### config.mk
export PLATFORM = sky130hd
export DESIGN_NAME = pe_ibtf_pipe
export DESIGN_NICKNAME = d
export VERILOG_FILES = /design/src/rtl/fft_pkg.sv /design/src/rtl/pe_cmul_conj.sv /design/src/rtl/pe_ibtf_pipe.sv
export SDC_FILE = /design/constraint.sdc
export NUM_CORES = 1
export LEC_CHECK = 0
export ABC_AREA = 1
export CAP_MARGIN = 20
export CORE_MARGIN = 2
export CORE_UTILIZATION = 50
export CTS_BUF_LIST = sky130_fd_sc_hd__clkbuf_4 sky130_fd_sc_hd__clkbuf_8
export DETAILED_ROUTE_END_ITERATION = 16
export PLACE_DENSITY = 0.68
export SETUP_SLACK_MARGIN = 0.2
export SYNTH_ARGS = -nofsm -noshare
export SYNTH_HDL_FRONTEND = slang
export SYNTH_SLANG_ARGS = --single-unit
### constraint.sdc
create_clock -name clk -period 14.4 [get_ports clk]
set_input_delay 1.44 -clock clk [delete_from_list [all_inputs] [get_ports clk]]
set_output_delay 1.44 -clock clk [all_outputs]
set_load 0.02 [all_outputs]
### src/rtl/fft_pkg.sv
// ---------------------------------------------------------------------------
// fft_pkg
// Shared constants and types for the small FFT/IFFT datapath blocks.
//   DEF_DATA_W  : default signed width of complex data re/im
//   DEF_TW_W    : default signed width of twiddle re/im
//   DEF_TW_FRAC : twiddle fraction bits (Q1.6, so TW_ONE = 64 means +1.0)
//   cplx_t      : packed complex sample {re, im}
//   tw_t        : packed complex twiddle {re, im}
//   TW4_0/TW4_1 : the two distinct 4-point twiddles, 1 and -j
// ---------------------------------------------------------------------------
package fft_pkg;

    localparam int DEF_DATA_W  = 8;
    localparam int DEF_TW_W    = 8;
    localparam int DEF_TW_FRAC = 6;
    localparam int TW_ONE      = 1 << DEF_TW_FRAC;

    typedef struct packed {
        logic signed [DEF_DATA_W-1:0] re;
        logic signed [DEF_DATA_W-1:0] im;
    } cplx_t;

    typedef struct packed {
        logic signed [DEF_TW_W-1:0] re;
        logic signed [DEF_TW_W-1:0] im;
    } tw_t;

    // W4^0 = 1 and W4^1 = -j, the only twiddles a 4-point transform needs
    localparam tw_t TW4_0 = '{re: DEF_TW_W'(TW_ONE), im: DEF_TW_W'(0)};
    localparam tw_t TW4_1 = '{re: DEF_TW_W'(0), im: DEF_TW_W'(-TW_ONE)};

endpackage

### src/rtl/pe_cmul_conj.sv
// ---------------------------------------------------------------------------
// pe_cmul_conj
// First two pipeline stages of the inverse butterfly: t = y1 * conj(w).
// Stage 1 registers the four partial products and y0; stage 2 rounds,
// rescales by the twiddle fraction bits and clamps t to DATA_W+1 bits.
// Ports:
//   clk, rst          : clock, asynchronous active-high reset
//   en_i              : pipeline advance (low while the output is stalled)
//   in_valid_i        : a beat is being accepted into stage 1
//   y0_*_i, y1_*_i    : butterfly sum / twiddled difference
//   tw_*_i            : forward twiddle (not conjugated)
//   s1_valid_o        : stage 1 holds a beat
//   s2_valid_o        : stage 2 holds a beat (t_*_o, y0_*_o are valid)
//   y0_*_o            : y0 delayed to line up with t
//   t_*_o             : clamped y1*conj(w), DATA_W+1 bits signed
//   sat_o             : clamping happened on the beat in stage 2
// ---------------------------------------------------------------------------
module pe_cmul_conj
    import fft_pkg::*;
#(
    parameter int DATA_W  = DEF_DATA_W,
    parameter int TW_W    = DEF_TW_W,
    parameter int TW_FRAC = DEF_TW_FRAC
) (
    input  logic                     clk,
    input  logic                     rst,
    input  logic                     en_i,
    input  logic                     in_valid_i,
    input  logic signed [DATA_W-1:0] y0_re_i,
    input  logic signed [DATA_W-1:0] y0_im_i,
    input  logic signed [DATA_W-1:0] y1_re_i,
    input  logic signed [DATA_W-1:0] y1_im_i,
    input  logic signed [TW_W-1:0]   tw_re_i,
    input  logic signed [TW_W-1:0]   tw_im_i,
    output logic                     s1_valid_o,
    output logic                     s2_valid_o,
    output logic signed [DATA_W-1:0] y0_re_o,
    output logic signed [DATA_W-1:0] y0_im_o,
    output logic signed [DATA_W:0]   t_re_o,
    output logic signed [DATA_W:0]   t_im_o,
    output logic                     sat_o
);

    localparam int PW = DATA_W + TW_W;
    localparam int SW = PW + 1;
    localparam int TW = DATA_W + 1;

    localparam logic signed [SW-1:0] ROUND = SW'(2 ** (TW_FRAC - 1));
    localparam logic signed [SW-1:0] TMAX  = SW'((2 ** (TW - 1)) - 1);
    localparam logic signed [SW-1:0] TMIN  = ~TMAX;

    // Returns {clamped, value}: value limited to TW bits signed
    function automatic logic [TW:0] clampT(input logic signed [SW-1:0] x);
        if (x > TMAX) begin
            return {1'b1, TMAX[TW-1:0]};
        end else if (x < TMIN) begin
            return {1'b1, TMIN[TW-1:0]};
        end
        return {1'b0, x[TW-1:0]};
    endfunction

    logic                     v1_q, v2_q;
    logic signed [PW-1:0]     pRr_q, pIi_q, pIr_q, pRi_q;
    logic signed [PW-1:0]     pRr_d, pIi_d, pIr_d, pRi_d;
    logic signed [DATA_W-1:0] y0Re1_q, y0Im1_q, y0Re2_q, y0Im2_q;
    logic signed [SW-1:0]     sumRe, sumIm, shRe, shIm;
    logic signed [TW-1:0]     tRe_d, tIm_d, tRe_q, tIm_q;
    logic                     satRe, satIm, sat2_q;

    // Stage 1 products. Operands are sign-extended to the full product
    // width first so each multiply is a true signed PW-bit product.
    always_comb begin
        pRr_d = PW'(y1_re_i) * PW'(tw_re_i);
        pIi_d = PW'(y1_im_i) * PW'(tw_im_i);
        pIr_d = PW'(y1_im_i) * PW'(tw_re_i);
        pRi_d = PW'(y1_re_i) * PW'(tw_im_i);
    end

    // Stage 2: multiplying by conj(w) swaps the signs relative to a normal
    // complex multiply: re = rr + ii, im = ir - ri. Half an LSB is added
    // before the arithmetic shift so the rescale rounds to nearest.
    always_comb begin
        sumRe = SW'(pRr_q) + SW'(pIi_q) + ROUND;
        sumIm = SW'(pIr_q) - SW'(pRi_q) + ROUND;
        shRe  = sumRe >>> TW_FRAC;
        shIm  = sumIm >>> TW_FRAC;
        {satRe, tRe_d} = clampT(shRe);
        {satIm, tIm_d} = clampT(shIm);
    end

    // Stage valids move only when the pipe advances; data registers load
    // only when a real beat moves into them, so held stages stay stable.
    always_ff @(posedge clk or posedge rst) begin
        if (rst) begin
            v1_q    <= 1'b0;
            v2_q    <= 1'b0;
            pRr_q   <= '0;
            pIi_q   <= '0;
            pIr_q   <= '0;
            pRi_q   <= '0;
            y0Re1_q <= '0;
            y0Im1_q <= '0;
            y0Re2_q <= '0;
            y0Im2_q <= '0;
            tRe_q   <= '0;
            tIm_q   <= '0;
            sat2_q  <= 1'b0;
        end else if (en_i) begin
            v1_q <= in_valid_i;
            v2_q <= v1_q;
            if (in_valid_i) begin
                pRr_q   <= pRr_d;
                pIi_q   <= pIi_d;
                pIr_q   <= pIr_d;
                pRi_q   <= pRi_d;
                y0Re1_q <= y0_re_i;
                y0Im1_q <= y0_im_i;
            end
            if (v1_q) begin
                tRe_q   <= tRe_d;
                tIm_q   <= tIm_d;
                y0Re2_q <= y0Re1_q;
                y0Im2_q <= y0Im1_q;
                sat2_q  <= satRe | satIm;
            end
        end
    end

    assign s1_valid_o = v1_q;
    assign s2_valid_o = v2_q;
    assign y0_re_o    = y0Re2_q;
    assign y0_im_o    = y0Im2_q;
    assign t_re_o     = tRe_q;
    assign t_im_o     = tIm_q;
    assign sat_o      = sat2_q;

endmodule

### src/rtl/pe_ibtf_pipe.sv
// ---------------------------------------------------------------------------
// pe_ibtf_pipe
// Inverse radix-2 butterfly, 3-stage pipeline with valid/ready handshake.
// Recovers a = (y0 + y1*conj(w)) / 2 and b = (y0 - y1*conj(w)) / 2.
// Ports:
//   clk, rst            : clock, asynchronous active-high reset
//   in_valid_i/in_ready_o   : input handshake
//   y0_*_i, y1_*_i      : forward butterfly outputs
//   tw_*_i              : the forward twiddle w
//   out_valid_o/out_ready_i : output handshake
//   a_*_o, b_*_o        : recovered inputs, saturated to DATA_W bits
//   busy_o              : some stage holds a beat
//   sat_flag_o          : sticky, some delivered beat saturated
// ---------------------------------------------------------------------------
module pe_ibtf_pipe
    import fft_pkg::*;
#(
    parameter int DATA_W  = DEF_DATA_W,
    parameter int TW_W    = DEF_TW_W,
    parameter int TW_FRAC = DEF_TW_FRAC
) (
    input  logic                     clk,
    input  logic                     rst,
    input  logic                     in_valid_i,
    output logic                     in_ready_o,
    input  logic signed [DATA_W-1:0] y0_re_i,
    input  logic signed [DATA_W-1:0] y0_im_i,
    input  logic signed [DATA_W-1:0] y1_re_i,
    input  logic signed [DATA_W-1:0] y1_im_i,
    input  logic signed [TW_W-1:0]   tw_re_i,
    input  logic signed [TW_W-1:0]   tw_im_i,
    output logic                     out_valid_o,
    input  logic                     out_ready_i,
    output logic signed [DATA_W-1:0] a_re_o,
    output logic signed [DATA_W-1:0] a_im_o,
    output logic signed [DATA_W-1:0] b_re_o,
    output logic signed [DATA_W-1:0] b_im_o,
    output logic                     busy_o,
    output logic                     sat_flag_o
);

    localparam int SW3 = DATA_W + 2;
    localparam logic signed [SW3-1:0] AMAX = SW3'((2 ** (DATA_W - 1)) - 1);
    localparam logic signed [SW3-1:0] AMIN = ~AMAX;

    // Halve with floor, then saturate; returns {saturated, value}
    function automatic logic [DATA_W:0] halfSat(input logic signed [SW3-1:0] x);
        logic signed [SW3-1:0] h;
        h = x >>> 1;
        if (h > AMAX) begin
            return {1'b1, AMAX[DATA_W-1:0]};
        end else if (h < AMIN) begin
            return {1'b1, AMIN[DATA_W-1:0]};
        end
        return {1'b0, h[DATA_W-1:0]};
    endfunction

    logic                     stall, advance;
    logic                     v1, v2, v3_q;
    logic signed [DATA_W-1:0] y0Re, y0Im;
    logic signed [DATA_W:0]   tRe, tIm;
    logic                     sat2;
    logic signed [SW3-1:0]    sRe, sIm, dRe, dIm;
    logic signed [DATA_W-1:0] aRe_d, aIm_d, bRe_d, bIm_d;
    logic signed [DATA_W-1:0] aRe_q, aIm_q, bRe_q, bIm_q;
    logic                     satARe, satAIm, satBRe, satBIm, sat3;
    logic                     satFlag_q;

    // The whole pipe freezes only when a result is waiting and nobody takes
    // it; that is also the only time a new beat is refused.
    assign stall      = v3_q & ~out_ready_i;
    assign advance    = ~stall;
    assign in_ready_o = advance;

    pe_cmul_conj #(
        .DATA_W  (DATA_W),
        .TW_W    (TW_W),
        .TW_FRAC (TW_FRAC)
    ) u_cmul (
        .clk        (clk),
        .rst        (rst),
        .en_i       (advance),
        .in_valid_i (in_valid_i),
        .y0_re_i    (y0_re_i),
        .y0_im_i    (y0_im_i),
        .y1_re_i    (y1_re_i),
        .y1_im_i    (y1_im_i),
        .tw_re_i    (tw_re_i),
        .tw_im_i    (tw_im_i),
        .s1_valid_o (v1),
        .s2_valid_o (v2),
        .y0_re_o    (y0Re),
        .y0_im_o    (y0Im),
        .t_re_o     (tRe),
        .t_im_o     (tIm),
        .sat_o      (sat2)
    );

    // Stage 3 arithmetic: sum and difference at DATA_W+2 bits cannot
    // overflow, so the only loss is the final saturation after halving.
    always_comb begin
        sRe = SW3'(y0Re) + SW3'(tRe);
        sIm = SW3'(y0Im) + SW3'(tIm);
        dRe = SW3'(y0Re) - SW3'(tRe);
        dIm = SW3'(y0Im) - SW3'(tIm);
        {satARe, aRe_d} = halfSat(sRe);
        {satAIm, aIm_d} = halfSat(sIm);
        {satBRe, bRe_d} = halfSat(dRe);
        {satBIm, bIm_d} = halfSat(dIm);
        sat3 = satARe | satAIm | satBRe | satBIm;
    end

    // Output stage and sticky flag. The flag is raised when a saturated
    // beat enters the output register, i.e. when it is about to be seen.
    always_ff @(posedge clk or posedge rst) begin
        if (rst) begin
            v3_q      <= 1'b0;
            aRe_q     <= '0;
            aIm_q     <= '0;
            bRe_q     <= '0;
            bIm_q     <= '0;
            satFlag_q <= 1'b0;
        end else if (advance) begin
            v3_q <= v2;
            if (v2) begin
                aRe_q <= aRe_d;
                aIm_q <= aIm_d;
                bRe_q <= bRe_d;
                bIm_q <= bIm_d;
                if (sat2 | sat3) begin
                    satFlag_q <= 1'b1;
                end
            end
        end
    end

    assign out_valid_o = v3_q;
    assign a_re_o      = aRe_q;
    assign a_im_o      = aIm_q;
    assign b_re_o      = bRe_q;
    assign b_im_o      = bIm_q;
    assign busy_o      = v1 | v2 | v3_q;
    assign sat_flag_o  = satFlag_q;

endmodule

==> results of run 1 <==
==> worst max-delay path, stage by stage <==
cell             delay [ps]
clkdlybuf4s50_1         790
clkinv_1                420
nor2_1                  230
fa_1                    460
fa_1                    480
fa_1                    490
inv_1                    50
fa_1                    470
inv_1                    40
ha_1                    350
inv_1                    90
nor3_1                  290
inv_1                    70
o21bai_1                240
a21oi_1                 120
xor2_1                  220
o21ai_0                 100
==> Yosys cell counts (2+ instances only) <==
cell	n	area share
a21o_1	6	0.0023
nand3b_1	6	0.0023
nor3_1	11	0.0028
a21oi_1	117	0.030
xnor2_1	30	0.013
fa_1	224	0.23
o21bai_1	5	0.0019
buf_2	6	0.0015
nand2_1	684	0.13
or2_2	12	0.0038
buf_6	2	0.0011
dfrtp_1	151	0.19
nor2_1	124	0.024
o21ai_0	115	0.029
a21oi_4	2	0.0016
nand3_1	86	0.022
a21oi_2	3	0.0013
buf_4	5	0.0019
inv_1	671	0.13
and3_1	3	0.00095
a31oi_1	21	0.0066
nand2_2	8	0.0025
xor2_1	42	0.019
o21a_1	3	0.0011
inv_2	10	0.0019
nand3_2	3	0.0015
nand4_1	12	0.0038
clkbuf_1	75	0.014
ha_1	206	0.13
==> power groups by stage <==
stage / clock network, W / logic, W / registers [W]
after floorplan: 0 / 0.00282 / 0.000767
after global placement: 0 / 0.00365 / 0.000755
after detailed placement: 0 / 0.00372 / 0.000761
after CTS: 0.000351 / 0.00375 / 0.000752
after global routing: 0.000369 / 0.00430 / 0.000773
final: 0.000341 / 0.00373 / 0.000749
==> final timing paths <==
check,start,to,cells past startpoint
hold / removal,sat_flag_o$_DFFE_PP0P_,sat_flag_o$_DFFE_PP0P_,2
setup / recovery,tw_re_i[7],u_cmul.pIr_q[13]$_DFFE_PP0P_,17
min in group asynchronous,rst,u_cmul.t_re_o[4]$_DFFE_PP0P_,2
setup reg to reg,u_cmul.pRr_q[13]$_DFFE_PP0P_,u_cmul.sat_o$_DFFE_PP0P_,12
hold reg to reg,sat_flag_o$_DFFE_PP0P_,sat_flag_o$_DFFE_PP0P_,2
max in group asynchronous,rst,u_cmul.y0_im_o[7]$_DFFE_PP0P_,3
==> registers in the layout, summed over array words and instances (netlist names) <==
name               cells
u_cmul.pIi_q          16
u_cmul.pIr_q          16
u_cmul.pRi_q          16
u_cmul.pRr_q          16
u_cmul.t_im_o          9
u_cmul.t_re_o          9
a_im_o                 8
a_re_o                 8
b_im_o                 8
b_re_o                 8
u_cmul.y0Im1_q         8
u_cmul.y0Re1_q         8
u_cmul.y0_im_o         8
u_cmul.y0_re_o         8
out_valid_o            1
sat_flag_o             1
u_cmul.s1_valid_o      1
u_cmul.s2_valid_o      1
u_cmul.sat_o           1
==> layout make-up <==
| cell class | count | area share |
|---|---|---|
| multi-input cells | 1734 | 0.611 |
| flip-flops and latches | 151 | 0.177 |
| inverters | 682 | 0.120 |
| repair buffers | 93 | 0.0428 |
| well taps | 518 | 0.0303 |
| clock buffers | 17 | 0.0109 |
| clock inverters | 15 | 0.00854 |
==> layout by cell type (no fill, tap or decap), types with 17 or more instances in the layout <==
cell	Yosys	layout
a21oi_1	117	117
a31oi_1	21	21
clkbuf_8	0	17
clkdlybuf4s50_1	0	87
dfrtp_1	151	151
fa_1	224	224
ha_1	206	206
inv_1	671	669
nand2_1	684	683
nand3_1	86	86
nor2_1	124	123
o21ai_0	115	115
xnor2_1	30	30
xor2_1	42	42
==> cell families (layout without fill, tap and decap cells) <==
| family | count (synthesis) | after routing | share of synthesized area |
|---|---|---|---|
| and+or+nand+nor | 956 | 956 | 0.196 |
| xor gates and xnor gates | 72 | 72 | 0.0319 |
| DFF | 151 | 151 | 0.191 |
| AOI/OAI and AO/OA | 276 | 276 | 0.0752 |
| buffers and inverters | 770 | 807 | 0.148 |
| adders and majority gates | 430 | 430 | 0.357 |
==> per-layer routing <==
layer / track usage / vias up / wire length (µm)
li1: - / 7938 / -
met1: 0.326 / 7537 / 21300
met2: 0.407 / 345 / 21800
met3: 0.0308 / 61 / 2240
met4: 0.0701 / 0 / 1020
met5: 0 / - / 0
==> metrics by stage <==
| step | total power, W | cells | area, µm² | hold WS, ps |
|---|---|---|---|---|
| 3_3_place_gp | 0.00441 | 3178 | 21000 | 448 |
| 3_5_place_dp | 0.00448 | 3178 | 21000 | 453 |
| 5_1_grt | 0.00544 | 3210 | 21400 | 499 |
| 2_1_floorplan | 0.00359 | 2655 | 19800 | 444 |
| 4_1_cts | 0.00485 | 3210 | 21400 | 481 |
| 6_report | 0.00482 | 3210 | 21400 | 474 |
==> qor.txt, run 1 <==
status: completed
Worst VDD drop: 0.125 mV
sw frac: 0.552
Fmax achieved: 0.167 GHz
register area share after synthesis: 0.191
Final Max Tran Viols: 0
CTS tree: built
DR WL/cell: 14.5 µm
CTS Root Cell: clkbuf_8
synthesis-stage register bit count: 151
logic gate share of total power: 0.774
H-tree Lvls: 4
io pins: 88
1st-pass router iterations: 5
Worst-Margin Slew: 935 ps
CTS Buffer Depth: 2
# clock sinks: 151
top_reg_cell synth: dfrtp_1
Die H: 203 µm
RSZ-0062 raised after global routing: false
P_leak: 12.4 nW
power share of the clock group: 0.071
synthesized area: 0.0198 mm²
Fillers: 3,767
Slew HR: 0.375
Vias/cell: 4.95
Int Pwr: 0.00216 W
share of layout cells above drive strength 1: 0.0316
Psw: 0.00266 W
crit start category: primary input
CP Data Required Time: 14,770 ps
Starting Density: 0.509
Layout area overhead: 8.19%
half-perimeter wire length after placement: 37.3 mm
residual DRC count: 0
# resized after CTS: 0
Unique masters post-synth: 41
post-route ant nets: 0
Port Buffers: 87
Worst Setup Slack, final: 8410 ps
Sequential Power Share: 0.156
Power Dens Cells: 225 mW/mm²
Die Wd: 203 µm
worst endpoint data arrival time: 6360 ps
async set or reset register ratio after synthesis: 1.00
warnings from Yosys: 0
syn_area_per_cell: 7.44 µm²
syn nets: 3,137
vias in the first global route: 16,400
Final #Nets: 3,161
worst-skew pair later-pin latency: 500 ps
Setup TNS: 0 ps
CORE AREA: 0.0388 mm²
final core utilization: 0.551
final setup fails: 0
Hold Vio Cnt, Final: 0
cells after synthesis: 2,655
max_cap viols: 0
Die ar.: 0.0411 mm²
total grt overflow: 0
Storage cell area: 0.00378 mm²
period utilization: 0.416
clock-pin slew on the worst setup and hold paths: 110 ps
total number of vias: 15,900
Tot GR Track Use: 0.241
first-pass GRT wire length: 79.8 mm
1st-iter DRT viols: 681
HP Class: reg -> reg
Period minus WS final: 5990 ps
Worst Skew: 19.9 ps
buffer count from post-CTS setup fixing: 0
Routed WL: 46.4 mm
critical path type: in -> reg
initial antenna violation count: 1
area of the multi-input gates: 0.0131 mm²
row count: 72
Post-synth EDFFs: 0
ANT cells: 0
global placement routability congestion: 0.894
CTS buffer count: 17
Post-CTS Hold Buffers: 0
largest net degree at the start of global routing: 86
Setup WS pre-CTS: 7880 ps
Critical Path Fanout Max: 10
reg-to-reg slack, setup: 11,820 ps
Setup crit end kind: register
Note: power is estimated with default switching activity, not from simulation.
==> run 2: changes to the inputs <==
--- a/config.mk
+++ b/config.mk
@@ -11,7 +11,7 @@
 export CORE_UTILIZATION = 50
 export CTS_BUF_LIST = sky130_fd_sc_hd__clkbuf_4 sky130_fd_sc_hd__clkbuf_8
 export DETAILED_ROUTE_END_ITERATION = 16
-export PLACE_DENSITY = 0.68
+export PLACE_DENSITY = 0.7
 export SETUP_SLACK_MARGIN = 0.2
 export SYNTH_ARGS = -nofsm -noshare
 export SYNTH_HDL_FRONTEND = slang
==> constraint.sdc (replaced) <==
create_clock -name clk -period 5.3 [get_ports clk]
set_input_delay 0.53 -clock clk [delete_from_list [all_inputs] [get_ports clk]]
set_output_delay 0.53 -clock clk [all_outputs]
set_load 0.02 [all_outputs]
==> run 2 against run 1 <==
  * Utilization is 1.2 points higher
  * Non-clock buffer count increased by 67
  * Register-to-register slack lost 9000 ps
  * Clock power rose to 2.6 times the previous value
  * First-iteration DRC count increased by 14%
  * Sequential power grew to 2.7 times the previous value
  * Highest routed layer unchanged
  * Die area unchanged
  * Critical endpoint is now u_cmul.pIi_q[14]$_DFFE_PP0P_
  * Power rose to 2.7 times the previous value
  * Cell count rose by 2.1%
  * Sequential share of layout area shrank 0.38 points
==> qor.txt, run 2 (synthesized netlist as in run 1, its figures left out) <==
GR Layer Usage met1: 0.323 (was 0.326)
Fmax achieved: 0.208 GHz
ANT cells: 0 (unchanged)
H-tree Lvls: 4 (unchanged)
crit start category: primary input (unchanged)
first-pass GRT wire length: 78.0 mm (was 79.8 mm)
Fillers: 3,679 (was 3,767)
1st-iter DRT viols: 776 (was 681)
row count: 72 (unchanged)
P_leak: 12.7 nW (was 12.4 nW)
residual DRC count: 0 (unchanged)
worst-skew pair later-pin latency: 480 ps (was 500 ps)
largest net degree at the start of global routing: 78 (was 86)
CP Data Required Time: 5650 ps (was 14,770 ps)
Hold Crit Depth: 2 (unchanged)
CP Cell Sequence: clkdlybuf4s50_1 -> nand2_1 -> inv_1 -> fa_1 -> inv_1 -> fa_1 -> fa_1 -> fa_1 -> inv_1 -> ha_1 -> nand2_1 -> o21a_1 -> nand2_1 -> nand2_1 -> a21oi_1 -> o21ai_0 -> nand3_1 -> nand2_1 (was clkdlybuf4s50_1 -> clkinv_1 -> nor2_1 -> fa_1 -> fa_1 -> fa_1 -> inv_1 -> fa_1 -> inv_1 -> ha_1 -> inv_1 -> nor3_1 -> inv_1 -> o21bai_1 -> a21oi_1 -> xor2_1 -> o21ai_0)
grt peak-use layer: met2 (unchanged)
1st-pass router iterations: 5 (unchanged)
commonest non-fill, non-tap cells in the layout: 683 x nand2_1, 669 x inv_1, 224 x fa_1, 206 x ha_1, 151 x dfrtp_1 (unchanged)
Starting Density: 0.509 (unchanged)
half-perimeter wire length after placement: 38.4 mm (was 37.3 mm)
io pins: 88 (unchanged)
crit-path max cell delay: 700 ps (was 790 ps)
CTS Buffer Depth: 2 (unchanged)
Tot GR Track Use: 0.234 (was 0.241)
Worst VDD drop: 0.255 mV (was 0.125 mV)
max_cap viols: 0 (unchanged)
worst endpoint data arrival time: 5170 ps (was 6360 ps)
vias in the first global route: 16,100 (was 16,400)
# resized after CTS: 0 (unchanged)
Worst Setup Slack, final: 481 ps (was 8410 ps)
total number of vias: 16,100 (was 15,900)
worst hold margin: 476 ps (was 474 ps)
period utilization: 0.909
CORE AREA: 0.0388 mm² (unchanged)
Port Buffers: 87 (unchanged)
Setup crit end kind: register (unchanged)
Worst Skew: 24.4 ps (was 19.9 ps)
Critical Path Fanout Max: 11 (was 10)
global placement routability congestion: 0.881 (was 0.894)
status: completed (unchanged)
Top cell by count, worst path: nand2_1
CTS buffer count: 17 (unchanged)
Post-CTS Hold Buffers: 0 (unchanged)
initial antenna violation count: 0 (was 1)
post-route ant nets: 0 (unchanged)
RSZ-0062 raised after global routing: false (unchanged)
buffer count from post-CTS setup fixing: 0 (unchanged)
Die ar.: 0.0411 mm² (unchanged)
Routed WL: 46.0 mm (was 46.4 mm)
Setup WS pre-CTS: -0.334 ps (was 7880 ps)
Final #Nets: 3,228 (was 3,161)
share of layout cells above drive strength 1: 0.0547 (was 0.0316)
CTS tree: built (unchanged)
Period minus WS final: 4820 ps
Slew HR: 0.397 (was 0.375)
most common cell after layout, fill and taps aside: nand2_1 (unchanged)
final setup fails: 0 (unchanged)
HP Class: reg -> reg (unchanged)
Worst-Margin Slew: 903 ps (was 935 ps)
critical path type: in -> reg (unchanged)
grt met2 use: 0.399 (was 0.407)
R2R depth: 13 (was 12)
Vias/cell: 4.92 (was 4.95)
CTS Root Cell: clkbuf_8 (unchanged)
final core utilization: 0.563 (was 0.551)
DR WL/cell: 14.0 µm (was 14.5 µm)
Power Dens Cells: 601 mW/mm² (was 225 mW/mm²)
total grt overflow: 0 (unchanged)
met3 usage: 0.0263 (was 0.0308)
CP max stage cell: clkdlybuf4s50_1 (unchanged)
Die H: 203 µm (unchanged)
Die Wd: 203 µm (unchanged)
Final Max Tran Viols: 0 (unchanged)
clock-pin slew on the worst setup and hold paths: 100 ps (was 110 ps)
Layout area overhead: 10.6% (was 8.19%)
# clock sinks: 151 (unchanged)
Hold Vio Cnt, Final: 0 (unchanged)
==> run 2: cell count changes in the layout (fill, tap and decap cells not counted), sizes merged <==
| cell | delta |
|---|---|
| clkinvlp | -1 |
| clkinv | -7 |
| clkbuf | +1 |
| buf | +67 |
| inv | +6 |
==> run 2: worst max-delay path, delay by kind of cell <==
kind / cells / cell delay, ps
AO/OA/AOI/OAI: 3 / 460
adder cells (fa/ha/maj): 5 / 2660
buffers and inverters: 4 / 960
AND/OR/NAND/NOR: 6 / 550
==> run 2: path summary, 6_finish.rpt <==
check | start | end | slack [ps]
max | tw_im_i[4] | u_cmul.pIi_q[14]$_DFFE_PP0P_ | 480
min | sat_flag_o$_DFFE_PP0P_ | sat_flag_o$_DFFE_PP0P_ | 480
max reg2reg | u_cmul.pRr_q[13]$_DFFE_PP0P_ | u_cmul.t_re_o[2]$_DFFE_PP0P_ | 2780
min reg2reg | sat_flag_o$_DFFE_PP0P_ | sat_flag_o$_DFFE_PP0P_ | 480
max in group asynchronous | rst | u_cmul.pIi_q[7]$_DFFE_PP0P_ | 3640
min in group asynchronous | rst | u_cmul.pRr_q[6]$_DFFE_PP0P_ | 570
==> run 2: through the flow <==
stage,cell area (µm²),TNS (ps),power (W),cells
2_1_floorplan,19800,0,0.00975,2655
3_3_place_gp,21500,0,0.0121,3245
6_report,21900,0,0.0131,3276
4_1_cts,21900,0,0.0132,3276
5_1_grt,21900,0,0.0148,3276
3_5_place_dp,21500,-0.334,0.0123,3245
==> run 2: power breakdown <==
part | switching [W] | internal, W
registers | 0.000367 | 0.00168
logic | 0.00624 | 0.00397
clock network | 0.000528 | 0.000362
==> run 2: layer usage <==
| layer | routed length [µm] | vias up |
|---|---|---|
| met5 | 0 | - |
| met4 | 816 | 0 |
| met3 | 2450 | 58 |
| met2 | 21600 | 378 |
| met1 | 21100 | 7606 |
| li1 | - | 8073 |
==> run 2: area by class of cell <==
| class | count | area [µm²] | share of cell area |
|---|---|---|---|
| repair buffers | 160 | 1430 | 0.0655 |
| multi-input cells | 1734 | 13100 | 0.597 |
| inverters | 682 | 2560 | 0.117 |
| well taps | 518 | 648 | 0.0297 |
| clock inverters | 13 | 128 | 0.00584 |
| clock buffers | 18 | 248 | 0.0113 |
| flip-flops and latches | 151 | 3780 | 0.173 |
==> run 3: changes to the inputs <==
--- a/config.mk
+++ b/config.mk
@@ -6,12 +6,12 @@
 export NUM_CORES = 1
 export LEC_CHECK = 0
 export ABC_AREA = 1
-export CAP_MARGIN = 20
 export CORE_MARGIN = 2
 export CORE_UTILIZATION = 50
 export CTS_BUF_LIST = sky130_fd_sc_hd__clkbuf_4 sky130_fd_sc_hd__clkbuf_8
 export DETAILED_ROUTE_END_ITERATION = 16
 export PLACE_DENSITY = 0.7
+export RECOVER_POWER = 100
 export SETUP_SLACK_MARGIN = 0.2
 export SYNTH_ARGS = -nofsm -noshare
 export SYNTH_HDL_FRONTEND = slang
==> run 3 against run 2 <==
  * The flow now finishes with violations (max-capacitance violations, max-slew violations)
  * Clock power barely moved
  * Largest power group unchanged
  * Fmax fell by 2.5%
  * Power fell by 1.0%
  * Global-route usage did not move
  * Via count did not move
  * Wire length barely moved
  * Utilization fell by 0.22 points
  * Die area did not move
  * Cell area fell by 0.39%
  * Sequential share of layout area rose by 0.068 points
==> qor.txt, run 3 (synthesized netlist as in run 1, its figures left out) <==
design area: 0.0218 mm² (was 0.0219 mm²)
Reg-to-Reg End: u_cmul.pIr_q[15]$_DFFE_PP0P_ (was u_cmul.t_re_o[2]$_DFFE_PP0P_)
reg-to-reg slack, setup: 1480 ps (was 2780 ps)
status: finished, violations left (was completed)
Layout area overhead: 10.2% (was 10.6%)
# resized after CTS: 0 (unchanged)
clock-pin slew on the worst setup and hold paths: 100 ps (about the same)
Critical Path Fanout Max: 10 (was 11)
Worst Hold End: sat_flag_o$_DFFE_PP0P_ (unchanged)
placed insts: 3,245 (unchanged)
HP Class: reg -> reg (unchanged)
Power Dens Cells: 597 mW/mm² (was 601 mW/mm²)
Critical R2R Launch: out_valid_o$_DFFE_PP0N_ (was u_cmul.pRr_q[13]$_DFFE_PP0P_)
Worst-Margin Slew: 3540 ps (was 903 ps)
Tot GR Track Use: 0.234 (unchanged)
CTS Buffer Depth: 2 (unchanged)
crit start category: primary input (unchanged)
critical path type: in -> reg (unchanged)
first-pass GRT wire length: 78.0 mm (unchanged)
Worst VDD drop: 0.252 mV (was 0.255 mV)
Starting Density: 0.509 (unchanged)
max_cap viols: 4 (was 0)
vias in the first global route: 16,100 (unchanged)
Setup WS pre-CTS: -0.334 ps (unchanged)
final setup fails: 0 (unchanged)
buffer count from post-CTS setup fixing: 0 (unchanged)
initial antenna violation count: 0 (unchanged)
Die H: 203 µm (unchanged)
CTS Root Cell: clkbuf_8 (unchanged)
Worst Setup Slack, final: 360 ps (was 481 ps)
Period minus WS final: 4940 ps (was 4820 ps)
residual DRC count: 0 (unchanged)
DR WL/cell: 14.0 µm (about the same)
share of layout cells above drive strength 1: 0.0464 (was 0.0547)
post-route ant nets: 0 (unchanged)
global placement routability congestion: 0.881 (unchanged)
CP Data Required Time: 5540 ps (was 5650 ps)
total grt overflow: 0 (unchanged)
io pins: 88 (unchanged)
Die Wd: 203 µm (unchanged)
Routed WL: 46.0 mm (about the same)
RSZ-0062 raised after global routing: false (unchanged)
ANT cells: 0 (unchanged)
CTS tree: built (unchanged)
Psw: 0.00708 W (was 0.00713 W)
worst endpoint data arrival time: 5180 ps (was 5170 ps)
logic gate share of total power: 0.774 (was 0.777)
CTS buffer count: 17 (unchanged)
Hold Vio Cnt, Final: 0 (unchanged)
Hold Crit Depth: 2 (unchanged)
power share of the clock group: 0.068 (about the same)
P_leak: 12.7 nW (about the same)
failing checks: max-capacitance violations, max-slew violations
H-tree Lvls: 4 (unchanged)
total number of vias: 16,100 (unchanged)
most common cell after layout, fill and taps aside: nand2_1 (unchanged)
R2R depth: 8 (was 13)
Final Max Tran Viols: 228 (was 0)
Vias/cell: 4.92 (unchanged)
half-perimeter wire length after placement: 38.4 mm (unchanged)
Sequential Power Share: 0.157 (was 0.156)
Slew HR: -1.37 (was 0.397)
worst hold margin: 470 ps (was 476 ps)
hold path startpoint: sat_flag_o$_DFFE_PP0P_ (unchanged)
commonest non-fill, non-tap cells in the layout: 687 x nand2_1, 673 x inv_1, 224 x fa_1, 206 x ha_1, 151 x dfrtp_1 (was 683 x nand2_1, 669 x inv_1, 224 x fa_1, 206 x ha_1, 151 x dfrtp_1)
Worst Skew: 25.3 ps (was 24.4 ps)
Int Pwr: 0.00593 W (was 0.00601 W)
1st-iter DRT viols: 805 (was 776)
row count: 72 (unchanged)
1st-pass router iterations: 6 (was 5)
Fmax achieved: 0.202 GHz (was 0.208 GHz)
Setup crit end kind: register (unchanged)
sw frac: 0.544 (was 0.543)
Post-CTS Hold Buffers: 0 (unchanged)
Final #Nets: 3,228 (unchanged)
# clock sinks: 151 (unchanged)
Post-DP Area: 0.0215 mm² (unchanged)
Die ar.: 0.0411 mm² (unchanged)
Port Buffers: 87 (unchanged)
largest net degree at the start of global routing: 78 (unchanged)
final non-filler cell total: 3,276 (unchanged)
period utilization: 0.932 (was 0.909)
worst-skew pair later-pin latency: 490 ps (was 480 ps)
CORE AREA: 0.0388 mm² (unchanged)
[run 3: per-stage QoR]
stage	total power, W	utilization	TNS [ps]
after CTS	0.0132	0.563	0
after global routing	0.0147	0.561	0
after floorplan	0.00975	-	0
after detailed placement	0.0123	0.553	-0.334
final	0.0130	0.561	0
after global placement	0.0121	0.553	0
[run 3: worst max-delay path by stage]
stage                                        end       start  slack, ps
floorplan           u_cmul.pIi_q[13]$_DFFE_PP0P_  y1_im_i[3]        570
global placement    u_cmul.pIi_q[14]$_DFFE_PP0P_  tw_im_i[4]         80
detailed placement  u_cmul.pRi_q[14]$_DFFE_PP0P_  tw_im_i[4]       -0.3
CTS                 u_cmul.pIi_q[14]$_DFFE_PP0P_  tw_im_i[4]        520
global route        u_cmul.pRr_q[12]$_DFFE_PP0P_  y1_re_i[2]        130
finish              u_cmul.pIr_q[13]$_DFFE_PP0P_  tw_re_i[3]        360
[run 3: per-layer routing]
| layer | up-vias | track usage | wire [µm] |
|---|---|---|---|
| li1 | 8081 | - | - |
| met1 | 7602 | 0.323 | 21300 |
| met2 | 369 | 0.399 | 21600 |
| met3 | 63 | 0.0263 | 2270 |
| met4 | 0 | 0.0503 | 831 |
| met5 | - | 0 | 0 |
[run 3: power by group through the flow]
stage               logic, W  registers [W]  clock network, W
detailed placement    0.0102        0.00207                 0
CTS                   0.0103        0.00205          0.000909
global route          0.0116        0.00211          0.000951
global placement      0.0100        0.00206                 0
floorplan            0.00767        0.00208                 0
finish                0.0101        0.00204          0.000890
[run 3: layout make-up]
| class | count | area [µm²] |
|---|---|---|
| Fill cell | 3698 | 17100 |
| Tap cell | 518 | 648 |
| Multi-Input combinational cell | 1734 | 13000 |
| Clock buffer | 18 | 248 |
| Inverter | 682 | 2560 |
| Timing Repair Buffer | 160 | 1390 |
| Sequential cell | 151 | 3780 |
| Clock inverter | 13 | 128 |
[run 3: critical path, stage by stage]
cell           delay [ps]
dlygate4sd3_1         920
nand2_1               180
fa_1                  540
inv_1                  60
fa_1                  510
fa_1                  500
inv_1                  50
fa_1                  470
inv_1                  40
ha_1                  330
inv_1                  80
nor3_1                250
inv_1                  70
o21bai_1              230
a21oi_1               110
xor2_1                220
o21ai_0               100
